### src/rtl/seq_signed_mult_param.sv
// Self-sequenced shift-add multiplier: signed/unsigned operands, full 2*WIDTH product,
// early exit once the remaining multiplier magnitude bits are all zero.
module seq_signed_mult_param #(
  parameter int WIDTH = 8,
  parameter int CNT_W = $clog2(WIDTH + 1)
) (
  input  logic                 clk,
  input  logic                 rst_n,
  input  logic                 start,
  input  logic                 signed_mode,
  input  logic [WIDTH-1:0]     multiplicand,
  input  logic [WIDTH-1:0]     multiplier,
  output logic                 busy,
  output logic                 done,
  output logic [2*WIDTH-1:0]   product,
  output logic                 sign,
  output logic                 zflag
);

  typedef enum logic [1:0] {
    IDLE = 2'd0,
    RUN  = 2'd1,
    FIX  = 2'd2
  } state_t;

  state_t               r_state;
  state_t               w_state_nxt;
  logic [WIDTH-1:0]     r_mag_a;
  logic [WIDTH-1:0]     r_mag_b;
  logic                 r_neg;
  logic [2*WIDTH-1:0]   r_acc;
  logic [CNT_W-1:0]     r_cnt;
  logic [2*WIDTH-1:0]   r_product;
  logic                 r_sign;
  logic                 r_zflag;
  logic                 r_done;

  logic [WIDTH-1:0]     w_mag_a;
  logic [WIDTH-1:0]     w_mag_b;
  logic                 w_neg;
  logic [WIDTH-1:0]     w_mag_b_shr;
  logic [CNT_W-1:0]     w_cnt_inc;
  logic [2*WIDTH-1:0]   w_addend;

  // Unsigned WIDTH-bit negation maps -2^(WIDTH-1) onto its true magnitude 2^(WIDTH-1).
  assign w_mag_a     = (signed_mode && multiplicand[WIDTH-1]) ? -multiplicand : multiplicand;
  assign w_mag_b     = (signed_mode && multiplier[WIDTH-1])   ? -multiplier   : multiplier;
  assign w_neg       = signed_mode & (multiplicand[WIDTH-1] ^ multiplier[WIDTH-1]);
  assign w_mag_b_shr = r_mag_b >> 1;
  assign w_cnt_inc   = r_cnt + 1'b1;
  assign w_addend    = {{WIDTH{1'b0}}, r_mag_a} << r_cnt;

  always_ff @(posedge clk or negedge rst_n) begin
    if (!rst_n) begin
      r_state <= IDLE;
    end else begin
      r_state <= w_state_nxt;
    end
  end

  always_comb begin
    w_state_nxt = r_state;
    case (r_state)
      IDLE: begin
        if (start) begin
          if ((w_mag_a == '0) || (w_mag_b == '0)) begin
            w_state_nxt = FIX;
          end else begin
            w_state_nxt = RUN;
          end
        end
      end
      RUN: begin
        if ((w_mag_b_shr == '0) || (w_cnt_inc == CNT_W'(WIDTH))) begin
          w_state_nxt = FIX;
        end
      end
      FIX:     w_state_nxt = IDLE;
      default: w_state_nxt = IDLE;
    endcase
  end

  always_ff @(posedge clk or negedge rst_n) begin
    if (!rst_n) begin
      r_mag_a   <= '0;
      r_mag_b   <= '0;
      r_neg     <= 1'b0;
      r_acc     <= '0;
      r_cnt     <= '0;
      r_product <= '0;
      r_sign    <= 1'b0;
      r_zflag   <= 1'b0;
      r_done    <= 1'b0;
    end else begin
      r_done <= 1'b0;
      case (r_state)
        IDLE: begin
          if (start) begin
            r_mag_a <= w_mag_a;
            r_mag_b <= w_mag_b;
            r_neg   <= w_neg;
            r_acc   <= '0;
            r_cnt   <= '0;
          end
        end
        RUN: begin
          if (r_mag_b[0]) begin
            r_acc <= r_acc + w_addend;
          end
          r_mag_b <= w_mag_b_shr;
          r_cnt   <= w_cnt_inc;
        end
        FIX: begin
          r_product <= r_neg ? -r_acc : r_acc;
          r_sign    <= r_neg & (r_acc != '0);
          r_zflag   <= (r_acc == '0);
          r_done    <= 1'b1;
        end
        default: ;
      endcase
    end
  end

  assign busy    = (r_state == RUN) || (r_state == FIX);
  assign done    = r_done;
  assign product = r_product;
  assign sign    = r_sign;
  assign zflag   = r_zflag;

endmodule

### config.mk
export PLATFORM = sky130hd
export DESIGN_NAME = seq_signed_mult_param
export DESIGN_NICKNAME = d
export VERILOG_FILES = /design/src/rtl/seq_signed_mult_param.sv
export SDC_FILE = /design/constraint.sdc
export NUM_CORES = 1
export LEC_CHECK = 0
export CAP_MARGIN = 10
export CORE_ASPECT_RATIO = 2
export CORE_MARGIN = 8
export CORE_UTILIZATION = 45
export DETAILED_ROUTE_END_ITERATION = 7
export PLACE_DENSITY = 0.65
export SYNTH_ARGS = -nofsm -noshare
export SYNTH_HDL_FRONTEND = slang
export SYNTH_SLANG_ARGS = --single-unit
### constraint.sdc
create_clock -name clk -period 4 [get_ports clk]
set_clock_uncertainty 0.15 [all_clocks]
set_input_delay 0.8 -clock clk [delete_from_list [all_inputs] [get_ports clk]]
set_output_delay 0.8 -clock clk [all_outputs]
set_load 0.05 [all_outputs]
Word level (Yosys, flattened, before mapping)
Cells that the tools add are included.

Output and inout port bits: 20. Bits in registers: 58. Input bits: 20. Logic and storage cells: 56.

Mux-type cells: 15. Equality and inequality tests: 6. Bitwise logic cells: 3. Reductions and logical operators: 16. Add/subtract/negate cells: 5. Shifts and indexed selects: 1.

Operators with widths (count): 2-to-1 mux 16 bit (3); one-hot mux 16 bit (2 select lines) (1); zero test 8 bit (3); 2-to-1 mux 8 bit (3); adder 16 bit (1); zero test 16 bit (1); negator 16 bit (1); negator 8 bit (2); one-hot mux 8 bit (2 select lines) (1); nonzero test 16 bit (1); left shift 8 x 4 -> 16 bit (1); one-hot mux 4 bit (2 select lines) (1); 2-to-1 mux 2 bit (3); != test 2 bit, second input constant (3); AND reduction 2 bit (3); adder 4 x 1 -> 4 bit, second input constant (1); == test 4 bit, second input constant (1); 2-to-1 mux 4 bit (1); one-hot mux 2 bit (2 select lines) (1); logical OR 1 bit (3); AND reduction 3 bit (1); bitwise AND 1 bit (2); == test 2 x 1 -> 1 bit, second input constant (1); == test 2 bit, second input constant (1); 5 further kinds (6).

Depth between registers and ports, before layout
Depth after elaboration: 7. Gate-level depth with buffers: 15. Mapped depth without buffers: 13.

Worst setup path after synthesis
OpenSTA, ideal clock, no wires.

Path type: register -> register. From: register r_cnt[1]. To: register r_acc[9]. Arrival time: 2.762 ns. Required time: 3.717 ns. Path buffers: 2. Setup time: 0.133 ns. Path slack: 0.955 ns. Clock period less this slack: 3.045 ns. Cell stages (with the launch flop): 16. Cell sequence: dfrtp_1 > buf_6 > buf_2 > mux2i_1 > nand2_1 > o21ai_0 > o21ai_0 > nor2b_1 > ha_1 > a211o_1 > a211o_1 > o21a_1 > and3_1 > nor2b_1 > xor2_1 > o21ai_0.

Word-level cells in the longest chain between the ends: 4.

RTL lines: start, declared (line 32) `logic [CNT_W-1:0] r_cnt;`; start signal, assigned (line 111) `r_cnt <= w_cnt_inc;`; left shift 8 x 4 -> 16 bit (line 51) `assign w_addend = {{WIDTH{1'b0}}, r_mag_a} << r_cnt;`; adder 16 bit (line 108) `r_acc <= r_acc + w_addend;`; 2-to-1 mux 16 bit (line 107) `if (r_mag_b[0]) begin`; one-hot mux 16 bit (2 select lines) (line 96) `case (r_state)`; end signal, assigned (line 108); end, declared (line 31) `logic [2*WIDTH-1:0] r_acc;`.

No other way between the ends. The select of a mux whose other input is x is not followed. A chain may end at the register's enable or synchronous reset.

Final worst setup path
From: register r_cnt[1]. To: register r_acc[12].

Same word-level chain as after synthesis.

==> impl_metrics.tcl <==
set metrics [dict create \
    first_global_vias 3711 \
    clk_latency_ns 0.33 \
    endpoint "r_acc[12]" \
    timing_worst_setup_path_type "flip-flop to flip-flop" \
    p_int_uw 2114 \
    vias_per_cell 5.547 \
    cts_made_buffers 9 \
    syn_to_final_growth_pct 18.17 \
    rsz0062_at_grt "false" \
    place_congestion 0.9034 \
    cts_resized 0 \
    antenna_cells 0 \
    synthArstFlopShare_pct 100.0 \
    grt_pass1_wl_mm 17.33 \
    io_buffers 39 \
    power.share.clock_pct 17.3 \
    ant_nets 0 \
    post_cts_buffers 0 \
    seq_area_frac_synth_pct 35.30 \
    synth_edf_count 0 \
    core_um2 8951 \
    regArea_um2 1451 \
    fin_crit_sh_pct 88.03 \
    clock.fmax_mhz 284.0 \
    dp_hpwl_mm 8.069 \
    setup_viol 0 \
    tightest_slew_ns 0.9188 \
    grt_max_degree 40 \
    die_y_um 151.2 \
    syn-cell-area_um2 4111 \
    post_synth_num_cell_types 52 \
    cp_max_fo 15 \
    post-route-util_pct 54.28 \
    antenna_found_initial 0 \
    fin_nets 570 \
    syn-instance-count 491 \
    layout_common_cells "63 x nand2_1, 58 x dfrtp_1, 55 x o21ai_0" \
    cap_violations 0 \
    r2r-end "r_acc[12]" \
    cp-start-kind "flip-flop" \
    ir_worst_vdd_mv 0.3146 \
    yosysWarningCount 0 \
    fp.dieArea_um2 12640 \
    grtUsageTotal_pct 17.00 \
    hold_viol 0 \
    synth_ff_type "dfrtp_1" \
    ys_ff_latch 58 \
    slew_headroom_pct 38.75 \
    n_fill_cell 887 \
    globalRoute.totalOverflow 0 \
    syn_nets 534 \
    start_util_pct 45.93 \
    io_pins 40 \
    cts.htree.levels 3 \
    die_x_um 83.59 \
    combPwrFrac_pct 55.8 \
    rows 49 \
    status "completed" \
    cts.clk_slew.worst_paths_ns 0.05 \
    worstHoldPathType "flip-flop to flip-flop" \
    worstPathArrival_ns 3.58 \
    wl_per_cell_um 15.93 \
    swShare_pct 46.69 \
    first_pass_iters 4 \
    worst_ep_required_time_ns 4.05 \
    first_iter_violations 165 \
    slew_viol_final 0 \
    power.switching_uw 1852 \
    clockRootBuffer "clkbuf_16" \
    dr_total_vias 3517 \
    multiInputGateArea_um2 2497 \
    crit_path_end_kind "flip-flop" \
    setup_tns_ns 0 \
    drive_above_1_share_pct 7.143 \
    fin_crit_ns 3.521 \
    mostFrequentLayoutCell "nand2_1" \
    clock_sinks 58 \
    cts_hold_buffers 0 \
    r2r_slack_ns 0.48 \
    drc 0 \
    postSynthAreaPerCell_um2 8.374 \
    p_seq_share_pct 27.0 \
    hold_ws_ns 0.3534 \
    cellPowerDensity_nw_per_um2 816.2 \
    drt_wl_total_mm 10.10 \
    r2r-start "r_cnt[1]" \
    cts_buffer_depth 2 \
    crit_path_start "r_cnt[1]" \
    leakagePower_uw 0.002169 \
    ff2ff_path_depth 11 \
    cts_tree "yes" \
]
flip-flops by register name, indices dropped and copies added, names as in the netlist:
| name | cells |
|---|---|
| r_neg | 1 |
| r_mag_b | 8 |
| zflag | 1 |
| r_acc | 16 |
| product | 16 |
| done | 1 |
| r_state | 2 |
| r_mag_a | 8 |
| r_cnt | 4 |
| sign | 1 |
layout make-up:
type                            count  area share [%]
Clock inverter                      3          0.3090
Timing Repair Buffer               48           9.323
Tap cell                          102           2.627
Inverter                           17           1.313
Clock buffer                       13           5.151
Multi-Input combinational cell    393           51.40
Sequential cell                    58           29.87
power by group through the flow:
stage	Clock, uW	Sequential, uW	Combinational, uW
CTS	700	1070	2250
global route	731	1120	2440
finish	684	1070	2210
global placement	0	1070	2210
detailed placement	0	1080	2240
floorplan	0	1330	1360
layer usage:
layer	vias to the layer above	share of wire, %	track usage [%]
met5	-	0	0
met4	0	2.9	9.217
met3	18	2.9	3.985
met2	51	59	33.88
met1	1639	35	14.96
li1	1809	-	-
worst min path at each step:
| stage | to | start | depth (start not counted) | slack (ns) |
|---|---|---|---|---|
| after floorplan | r_mag_b[1] | r_mag_b[1] | 2 | 0.31 |
| after global placement | product[0] | product[0] | 1 | 0.34 |
| after detailed placement | r_mag_a[5] | r_mag_a[5] | 2 | 0.35 |
| after CTS | r_mag_a[5] | r_mag_a[5] | 2 | 0.36 |
| after global routing | sign | sign | 2 | 0.37 |
| final | r_mag_b[0] | r_mag_b[0] | 2 | 0.35 |
through the flow:
step	power (uW)	instances	setup slack (ns)	cell area, um2
2_1_floorplan	2691	491	0.9546	4111
3_3_place_gp	3285	618	0.5354	4593
3_5_place_dp	3323	618	0.4756	4593
4_1_cts	4025	634	0.4568	4858
5_1_grt	4288	634	0.2289	4858
6_report	3966	634	0.4789	4858
cells in the mapped netlist (7+ instances only):
cell      number  area, um2
nand2_1       63      236.5
dfrtp_1       58       1451
o21ai_0       55      275.3
a21oi_1       45      225.2
nor2_1        37      138.9
xor2_1        23      201.4
ha_1          22      275.3
inv_1         17      63.81
clkbuf_1      15      56.30
xnor2_1       12      105.1
mux2i_1       11      110.1
nand2b_1      11      68.82
nor2b_1       11      68.82
nor3_1        10      50.05
mux2_2         8      90.09
nand3_1        8      40.04
or3_1          7      43.79
worst max-delay path, stage by stage, from the launching register on:
cell	delay, ns
dfrtp_1	0.66
mux2i_1	0.31
o21ai_0	0.20
and2_1	0.23
ha_1	0.31
nor2b_1	0.17
o21a_1	0.18
o21ai_1	0.24
a21oi_1	0.21
a21boi_0	0.27
mux2_2	0.36
o311ai_0	0.10
cells by family after synthesis:
group	Yosys count	synth area share, %
flip-flops	58	35.30
XOR/XNOR	35	7.456
AND/OR/NAND/NOR	164	18.66
AO/OA/AOI/OAI	152	22.58
adder cells (fa/ha/maj)	23	7.182
multiplexers	19	4.869
buffers and inverters	40	3.956
Note: power is estimated with default switching activity, not from simulation.
